<file path="config.mk">
export PLATFORM = sky130hd
export DESIGN_NAME = psum_feed_buf
export DESIGN_NICKNAME = d
export VERILOG_FILES = /design/src/rtl/psum_feed_buf.sv
export SDC_FILE = /design/constraint.sdc
export NUM_CORES = 1
export LEC_CHECK = 0
export ABC_CLOCK_PERIOD_IN_PS = 3800
export CORE_MARGIN = 10
export CORE_UTILIZATION = 60
export DETAILED_ROUTE_END_ITERATION = 8
export GPL_TIMING_DRIVEN = 1
export PLACE_DENSITY = 0.84
export SETUP_SLACK_MARGIN = 0.15
export SLEW_MARGIN = 20
export SYNTH_ARGS = -nofsm -noshare
export SYNTH_HDL_FRONTEND = slang
export SYNTH_SLANG_ARGS = --single-unit
</file>
<file path="constraint.sdc">
create_clock -name clk -period 3.8 [get_ports clk]
set_input_delay 0.76 -clock clk [delete_from_list [all_inputs] [get_ports clk]]
set_output_delay 0.76 -clock clk [all_outputs]
set_load 0.02 [all_outputs]
</file>
<file path="src/rtl/psum_feed_buf.sv">
// rtl/psum_feed_buf.sv - partial-sum feedback buffer between kernel controller, adder-tree column and output writer
// Optional build macro: PSUM_RELU_EN (clamp negative results pushed into the output FIFO to zero)
module psum_feed_buf #(
    parameter int DWIDTH    = 25,
    parameter int DEPTH     = 16,
    parameter int ADD_LAT   = 2,
    parameter int OUT_DEPTH = 4
) (
    input  logic                       clk,
    input  logic                       rstn,
    input  logic                       rd_en,
    input  logic [$clog2(DEPTH)-1:0]   rd_addr,
    input  logic                       pass_first,
    input  logic                       pass_last,
    output logic                       rd_ready,
    output logic signed [DWIDTH-1:0]   psum_in,
    input  logic signed [DWIDTH-1:0]   psum_ret,
    output logic                       out_valid,
    input  logic                       out_ready,
    output logic signed [DWIDTH-1:0]   out_data
);

    localparam int AW  = $clog2(DEPTH);
    // Stages between issue and the cycle psum_ret carries that issue's result
    localparam int NST = ADD_LAT + 1;
    localparam int CW  = $clog2(OUT_DEPTH + 1);
    localparam int PW  = (OUT_DEPTH > 1) ? $clog2(OUT_DEPTH) : 1;
    // Wide enough for fifo_count + every delay stage holding a last-pass op
    localparam int SW  = $clog2(OUT_DEPTH + NST + 1);

    // Psum storage; deliberately not reset, every tile starts with a first pass
    logic signed [DWIDTH-1:0] mem [DEPTH];

    // Delay line tracking each accepted issue until its adder-tree result returns
    logic [NST-1:0] dl_vld;
    logic [NST-1:0] dl_last;
    logic [AW-1:0]  dl_addr [NST];

    // Output FIFO
    logic signed [DWIDTH-1:0] fifo_mem [OUT_DEPTH];
    logic [PW-1:0]            wr_ptr;
    logic [PW-1:0]            rd_ptr;
    logic [CW-1:0]            fifo_count;

    logic                     accept;
    logic                     wb_mem;
    logic                     push;
    logic                     pop;
    logic [AW-1:0]            wb_addr;
    logic signed [DWIDTH-1:0] push_data;
    logic [SW-1:0]            inflight_last;

    assign accept  = rd_en & rd_ready;
    assign wb_addr = dl_addr[NST-1];
    assign wb_mem  = dl_vld[NST-1] & ~dl_last[NST-1];
    assign push    = dl_vld[NST-1] &  dl_last[NST-1];
    assign pop     = out_valid & out_ready;

`ifdef PSUM_RELU_EN
    assign push_data = psum_ret[DWIDTH-1] ? '0 : psum_ret;
`else
    assign push_data = psum_ret;
`endif

    function automatic logic [PW-1:0] ptr_inc(input logic [PW-1:0] p);
        return (p == PW'(OUT_DEPTH - 1)) ? '0 : p + PW'(1);
    endfunction

    // Count last-pass ops still in the delay line; each will need one FIFO slot
    always_comb begin
        inflight_last = '0;
        for (int i = 0; i < NST; i++) begin
            inflight_last = inflight_last + SW'(dl_vld[i] & dl_last[i]);
        end
    end

    // Credit check reserves a FIFO slot for every in-flight last-pass result,
    // so the tree output is never dropped and the FIFO never overflows
    assign rd_ready = (SW'(fifo_count) + inflight_last) < SW'(OUT_DEPTH);

    // Shift issue tags down the delay line in step with the adder tree
    always_ff @(posedge clk or negedge rstn) begin
        if (!rstn) begin
            dl_vld  <= '0;
            dl_last <= '0;
            for (int i = 0; i < NST; i++) begin
                dl_addr[i] <= '0;
            end
        end else begin
            dl_vld[0]  <= accept;
            dl_last[0] <= accept & pass_last;
            dl_addr[0] <= rd_addr;
            for (int i = 1; i < NST; i++) begin
                dl_vld[i]  <= dl_vld[i-1];
                dl_last[i] <= dl_last[i-1];
                dl_addr[i] <= dl_addr[i-1];
            end
        end
    end

    // Register the operand for the tree: zero on first pass, forwarded result
    // when the same entry is being written back this cycle, else stored psum
    always_ff @(posedge clk or negedge rstn) begin
        if (!rstn) begin
            psum_in <= '0;
        end else if (accept) begin
            if (pass_first) begin
                psum_in <= '0;
            end else if (wb_mem && (wb_addr == rd_addr)) begin
                psum_in <= psum_ret;
            end else begin
                psum_in <= mem[rd_addr];
            end
        end
    end

    // Write intermediate-pass results back for the next input-channel pass
    always_ff @(posedge clk) begin
        if (wb_mem) begin
            mem[wb_addr] <= psum_ret;
        end
    end

    // Output FIFO: final-pass results in issue order, head visible on out_data
    always_ff @(posedge clk or negedge rstn) begin
        if (!rstn) begin
            wr_ptr     <= '0;
            rd_ptr     <= '0;
            fifo_count <= '0;
            for (int i = 0; i < OUT_DEPTH; i++) begin
                fifo_mem[i] <= '0;
            end
        end else begin
            if (push) begin
                fifo_mem[wr_ptr] <= push_data;
                wr_ptr           <= ptr_inc(wr_ptr);
            end
            if (pop) begin
                rd_ptr <= ptr_inc(rd_ptr);
            end
            if (push && !pop) begin
                fifo_count <= fifo_count + CW'(1);
            end else if (!push && pop) begin
                fifo_count <= fifo_count - CW'(1);
            end
        end
    end

    assign out_valid = (fifo_count != '0);
    assign out_data  = fifo_mem[rd_ptr];

endmodule

</file>
Yosys cells after proc, flatten, opt, wreduce, memory -nomap -nowiden

Memories as Yosys holds them, arrays and structs flattened.
Cells that the tools add are included.

Flip-flop bits (word level): 150
RAM bits: 400
Input bits: 35
Output and inout port bits: 52
Logic and storage cells: 61
Memories: 1

$add $sub $neg: 7
Magnitude comparators: 4
Equality and inequality tests: 3
Multiplexer cells: 14
Bitwise logic cells: 11
Reduce and logical (&&, ||, !) cells: 8

Memories:

| memory | depth | width | rd ports | clocked after memory_dff | wr ports | RTL line | RTL |
|---|---|---|---|---|---|---|---|
| mem    | 16    | 25    | 1        | 0                        | 1        | 32       | `logic signed [DWIDTH-1:0] mem [DEPTH];` |

Operators with widths:

| kind                                                       | count |
|---|---|
| 2-to-1 mux 25 bit                                          | 5 |
| bitwise mux 100 bit                                        | 1 |
| binary-select mux 25 bit (select 2 bit)                    | 1 |
| demux 25 bit (select 2 bit)                                | 1 |
| bitwise AND 1 bit                                          | 8 |
| >= comparator 3 bit, second input constant                 | 2 |
| 2-to-1 mux 3 bit                                           | 2 |
| inverter 2 -> 3 bit                                        | 2 |
| adder 2 x 1 -> 2 bit, second input constant                | 2 |
| == test 2 bit, second input constant                       | 2 |
| == test 4 bit                                              | 1 |
| logical AND 1 bit                                          | 4 |
| 2-to-1 mux 2 bit                                           | 2 |
| adder 2 x 1 -> 3 bit                                       | 1 |
| adder 3 x 1 -> 3 bit, second input constant                | 1 |
| adder 3 bit                                                | 1 |
| less-than comparator 3 x 1 -> 1 bit, second input constant | 1 |
| less-than comparator 3 bit, second input constant          | 1 |
| nonzero test 3 bit                                         | 1 |
| subtractor 3 x 1 -> 3 bit, second input constant           | 1 |
| adder 1 x 1 -> 2 bit                                       | 1 |
| zero test 1 bit                                            | 2 |
| 2-to-1 mux 1 bit                                           | 2 |
| nonzero test 2 bit                                         | 1 |
| inverter 1 bit                                             | 1 |

Longest topological paths before layout

Depth in word-level cells: 7
Mapped depth: 12
Gate-level depth less buffers: 10

Worst setup path before layout

Ideal clock, no wire load.

Path kind: register to register
Start: reg dl_last[2]
End: mem mem[0][0], enable pin
Setup time: 438 ps
Data arrival time: 2634 ps
Data required time: 3362 ps
Slack: 728 ps
Cell stages (with the launch flop): 4
Clock period less this slack: 3072 ps
Cell sequence: dfrtp_1 nand2b_1 or3_1 nor3_1

Longest elaborated chain between the ends: 4

Ends and longest elaborated chain:

| item                                   | RTL line | RTL |
|---|---|---|
| start, declared                        | 36       | `logic [NST-1:0] dl_last;` |
| start signal, assigned by index        | 95       | `dl_last[i] <= dl_last[i-1];` |
| inverter 1 bit                         | 55       | `assign wb_mem = dl_vld[NST-1] & ~dl_last[NST-1];` |
| bitwise AND 1 bit                      | 55       |  |
| 2-to-1 mux 1 bit                       | 119      | `if (wb_mem) begin` |
| 2-to-1 mux 1 bit (not written as such) | 120      | `mem[wb_addr] <= psum_ret;` |
| end, declared                          | 32       |  |

Every way passes these cells.

Final worst setup path

Start: reg dl_last[2]
End: out rd_ready

Longest elaborated chain between the ends: 4

Ends and longest elaborated chain:

| item                       | RTL line | RTL |
|---|---|---|
| bitwise AND 1 bit          | 73       | `inflight_last = inflight_last + SW'(dl_vld[i] & dl_last[i]);` |
| adder 2 x 1 -> 3 bit       | 73       |  |
| adder 3 bit                | 79       | `assign rd_ready = (SW'(fifo_count) + inflight_last) < SW'(OUT_DEPTH);` |
| less-than comparator 3 bit | 79       |  |
| end, declared              | 15       | `output logic rd_ready,` |

Every way passes these cells.

==> flow_metrics.py <==
metrics = {
    "outcome": {
        "status": "finished, final reports clean",
    },
    "grt": {
        "grt.overflow.total": 0,
        "antenna_found_initial": 1,
        "grt_max_degree": 77,
        "grt_pass1_wl_um": 78370,
        "gr-usage-all-layers_pct": 23.71,
        "grt_pass1_vias": 12111,
    },
    "floorplanning": {
        "die_x_um": 209.2,
        "io_pins": 87,
        "placementRows": 69,
        "die_y_um": 209.2,
        "initial_core_util_pct": 60.65,
        "core_area_um2": 35400,
        "die_area_um2": 43750,
    },
    "finish": {
        "stdcell_area_um2": 24880,
        "multi_input_area_um2": 5472,
        "syn2layout_area_growth_pct": 15.90,
        "nNetsFinal": 1213,
        "final_util_pct": 70.29,
        "drive_gt1_share_pct": 31.33,
        "antenna_cells": 0,
        "fin_cells": 1674,
        "layout.area.seq_um2": 15770,
        "fillers": 2032,
    },
    "setup_path": {
        "critPathLaunchType": "flop",
        "reg2reg_from": "dl_last[2]",
        "cp_data_required_time_ns": 3.04,
        "cp_num_buf_inv": 2,
        "end_kind": "output pin",
        "r2r_slack_ns": 0.91,
        "cp_max_fo": 3,
        "cp.arrival_ns": 2.69,
        "crit_family": "adder cells",
        "reg2reg_to": "psum_in[23]",
        "path_class": "flop to output pin",
        "r2r_cells": 10,
        "critical_path.max_stage_delay_ns": 0.37,
        "cp_slowest_cell": "dfrtp_1",
        "crit_chain": "nand2_1 > xnor2_1 > ha_1 > a21o_1 > ha_1 > a41oi_2 > xnor2_1 > inv_1 > dlygate4sd2_1",
    },
    "clocking": {
        "cts_tree": "yes",
        "clk_transition_reported_paths_ns": 0.06,
        "clk_latency_ns": 0.59,
        "cts_buffer_depth": 3,
        "cts_root_buffer": "clkbuf_16",
        "cts_hold_buf": 0,
        "cts_setup_buffers": 0,
        "numCtsBuffers": 53,
        "cts.sinks": 550,
        "h-tree-depth": 2,
    },
    "synthesis": {
        "async_flop_share_pct": 27.27,
        "synth-edff-count": 400,
        "seq_area_frac_synth_pct": 73.44,
        "syn-cell-area_um2": 21470,
        "yosysTopAreaCell": "edfxtp_1",
        "synth_most_common_cell": "edfxtp_1",
        "ys_ff_latch": 550,
        "syn_inst": 1041,
        "synthDistinctLibCells": 34,
        "synth_top_area_share_pct": 55.95,
        "yosysWarningCount": 0,
        "syn-num-nets": 1085,
        "ys_top_cells_by_count": "edfxtp_1, dfrtp_1, mux4_2",
        "synth_area_leaders": "edfxtp_1, dfrtp_1, mux4_2",
        "syn_avg_cell_area_um2": 20.62,
        "ys.flop_type": "edfxtp_1",
    },
    "placed_design": {
        "io_buffers": 86,
        "dpl.hpwl_um": 29280,
        "gp_congestion": 0.7794,
        "dpl_worst_slack_ns": 0.6433,
        "dp.cells": 1575,
        "dpl_cell_area_um2": 23130,
    },
    "timing": {
        "slew_headroom_pct": 26.41,
        "setup_violations": 0,
        "fmax_ghz": 0.2901,
        "setup_tns_ns": 0,
        "layout_setup_ws_ns": 0.3526,
        "hold_violations": 0,
        "fin_crit_ns": 3.447,
        "finClkSkew_ns": 0.01994,
        "rsz0062_at_grt": "false",
        "finalCritPeriodShare_pct": 90.72,
        "worst_slew_pin_slew_ns": 1.100,
        "hold_slack_ns": 0.2201,
        "drv_slew": 0,
    },
    "power_and_ir_drop": {
        "power.total_mw": 16.48,
        "leakage_nw": 8.703,
        "ir_drop_uv": 625.1,
        "powerDensity_nw_per_um2": 662.4,
    },
    "run": {
        "cap_violations": 0,
    },
    "detailed_routing": {
        "vias": 11201,
        "antenna_left": 0,
        "drt-total-wl_um": 51240,
        "drt_iter0_drc": 1360,
        "dr.max_layer_used": "met4",
        "viasPerCell": 6.691,
        "dr.pass1.iters": 6,
        "dr_wl_met2_um": 26120,
        "wl_met1_um": 18900,
        "drt-wirelength-per-cell_um": 30.61,
        "wl_met3_um": 4294,
        "route.detailed.drc": 0,
    },
    "hold_path": {
        "hp-class": "primary input to asynchronous set/reset pin",
    },
}
[cell families after synthesis]
kind of cell	after synthesis	synth area share, %
simple gates	98	2.570
mux	228	18.51
buf+inv	66	1.399
flops	550	73.44
xor+xnor	9	0.3672
fa+ha+maj	9	0.5595
compound gates	81	3.159
[worst max-delay path by stage]
stage | from | end | slack [ns] | depth (start not counted)
final | dl_last[2] | rd_ready | 0.35 | 9
after global routing | dl_vld[2] | rd_ready | 0.20 | 9
after CTS | dl_last[2] | rd_ready | 0.35 | 9
after detailed placement | dl_last[2] | rd_ready | 0.64 | 9
after global placement | dl_last[2] | rd_ready | 0.69 | 9
after floorplan | dl_last[2] | mem[0][0] | 0.73 | 3
[power breakdown]
group	switching, mW	leakage [nW]	internal (mW)
sequential	0.497	5.40	7.24
combinational	1.65	2.45	1.82
clock	2.21	0.857	3.07
total	4.35	8.70	12.1
[registers in the layout, summed over array words and instances, names as in the netlist]
| register | flops |
|---|---|
| dl_addr | 8 |
| rd_ptr | 2 |
| dl_vld | 3 |
| wr_ptr | 2 |
| fifo_count | 3 |
| wb_addr | 4 |
| psum_in | 25 |
| mem | 400 |
| dl_last | 3 |
| fifo_mem | 100 |
[per-layer routing]
metal / track usage (%) / up-vias
met1: 30.08 / 5866
met3: 4.533 / 139
li1: - / 4546
met4: 9.824 / 0
met5: 0 / -
met2: 39.58 / 650
[cell usage in the layout (no fill, tap or decap), types with 2 or more instances in the layout]
cell,n
a21o_1,2
a221o_1,25
a22oi_1,50
and2_1,3
and4_1,25
buf_12,7
buf_4,41
buf_6,2
bufinv_16,6
clkbuf_1,10
clkbuf_16,55
clkdlybuf4s50_1,82
clkinv_1,11
clkinv_2,12
clkinvlp_2,2
dfrtp_1,149
edfxtp_1,400
ha_1,8
inv_1,5
mux2_2,102
mux4_2,125
nand2_1,34
nand2b_1,4
nand3b_1,2
nor2_1,3
nor2_2,13
nor2b_2,2
nor3_2,5
o21ai_0,2
or3_1,3
xnor2_1,3
xor2_1,6
[cell type report]
| type | count | share of cell area (%) |
|---|---|---|
| Clock buffer | 66 | 5.738 |
| Clock inverter | 33 | 1.272 |
| Inverter | 6 | 0.09052 |
| Multi-Input combinational cell | 425 | 21.99 |
| Sequential cell | 550 | 63.37 |
| Tap cell | 461 | 2.318 |
| Timing Repair Buffer | 133 | 5.225 |
[what timing repair did]
action | 4_1_cts | 5_1_grt
hold endpoints to repair | 0 | 0
resized for setup | 2 | 0
endpoints found under the setup margin | 1 | 0
Power figures use the tool's default switching activity.
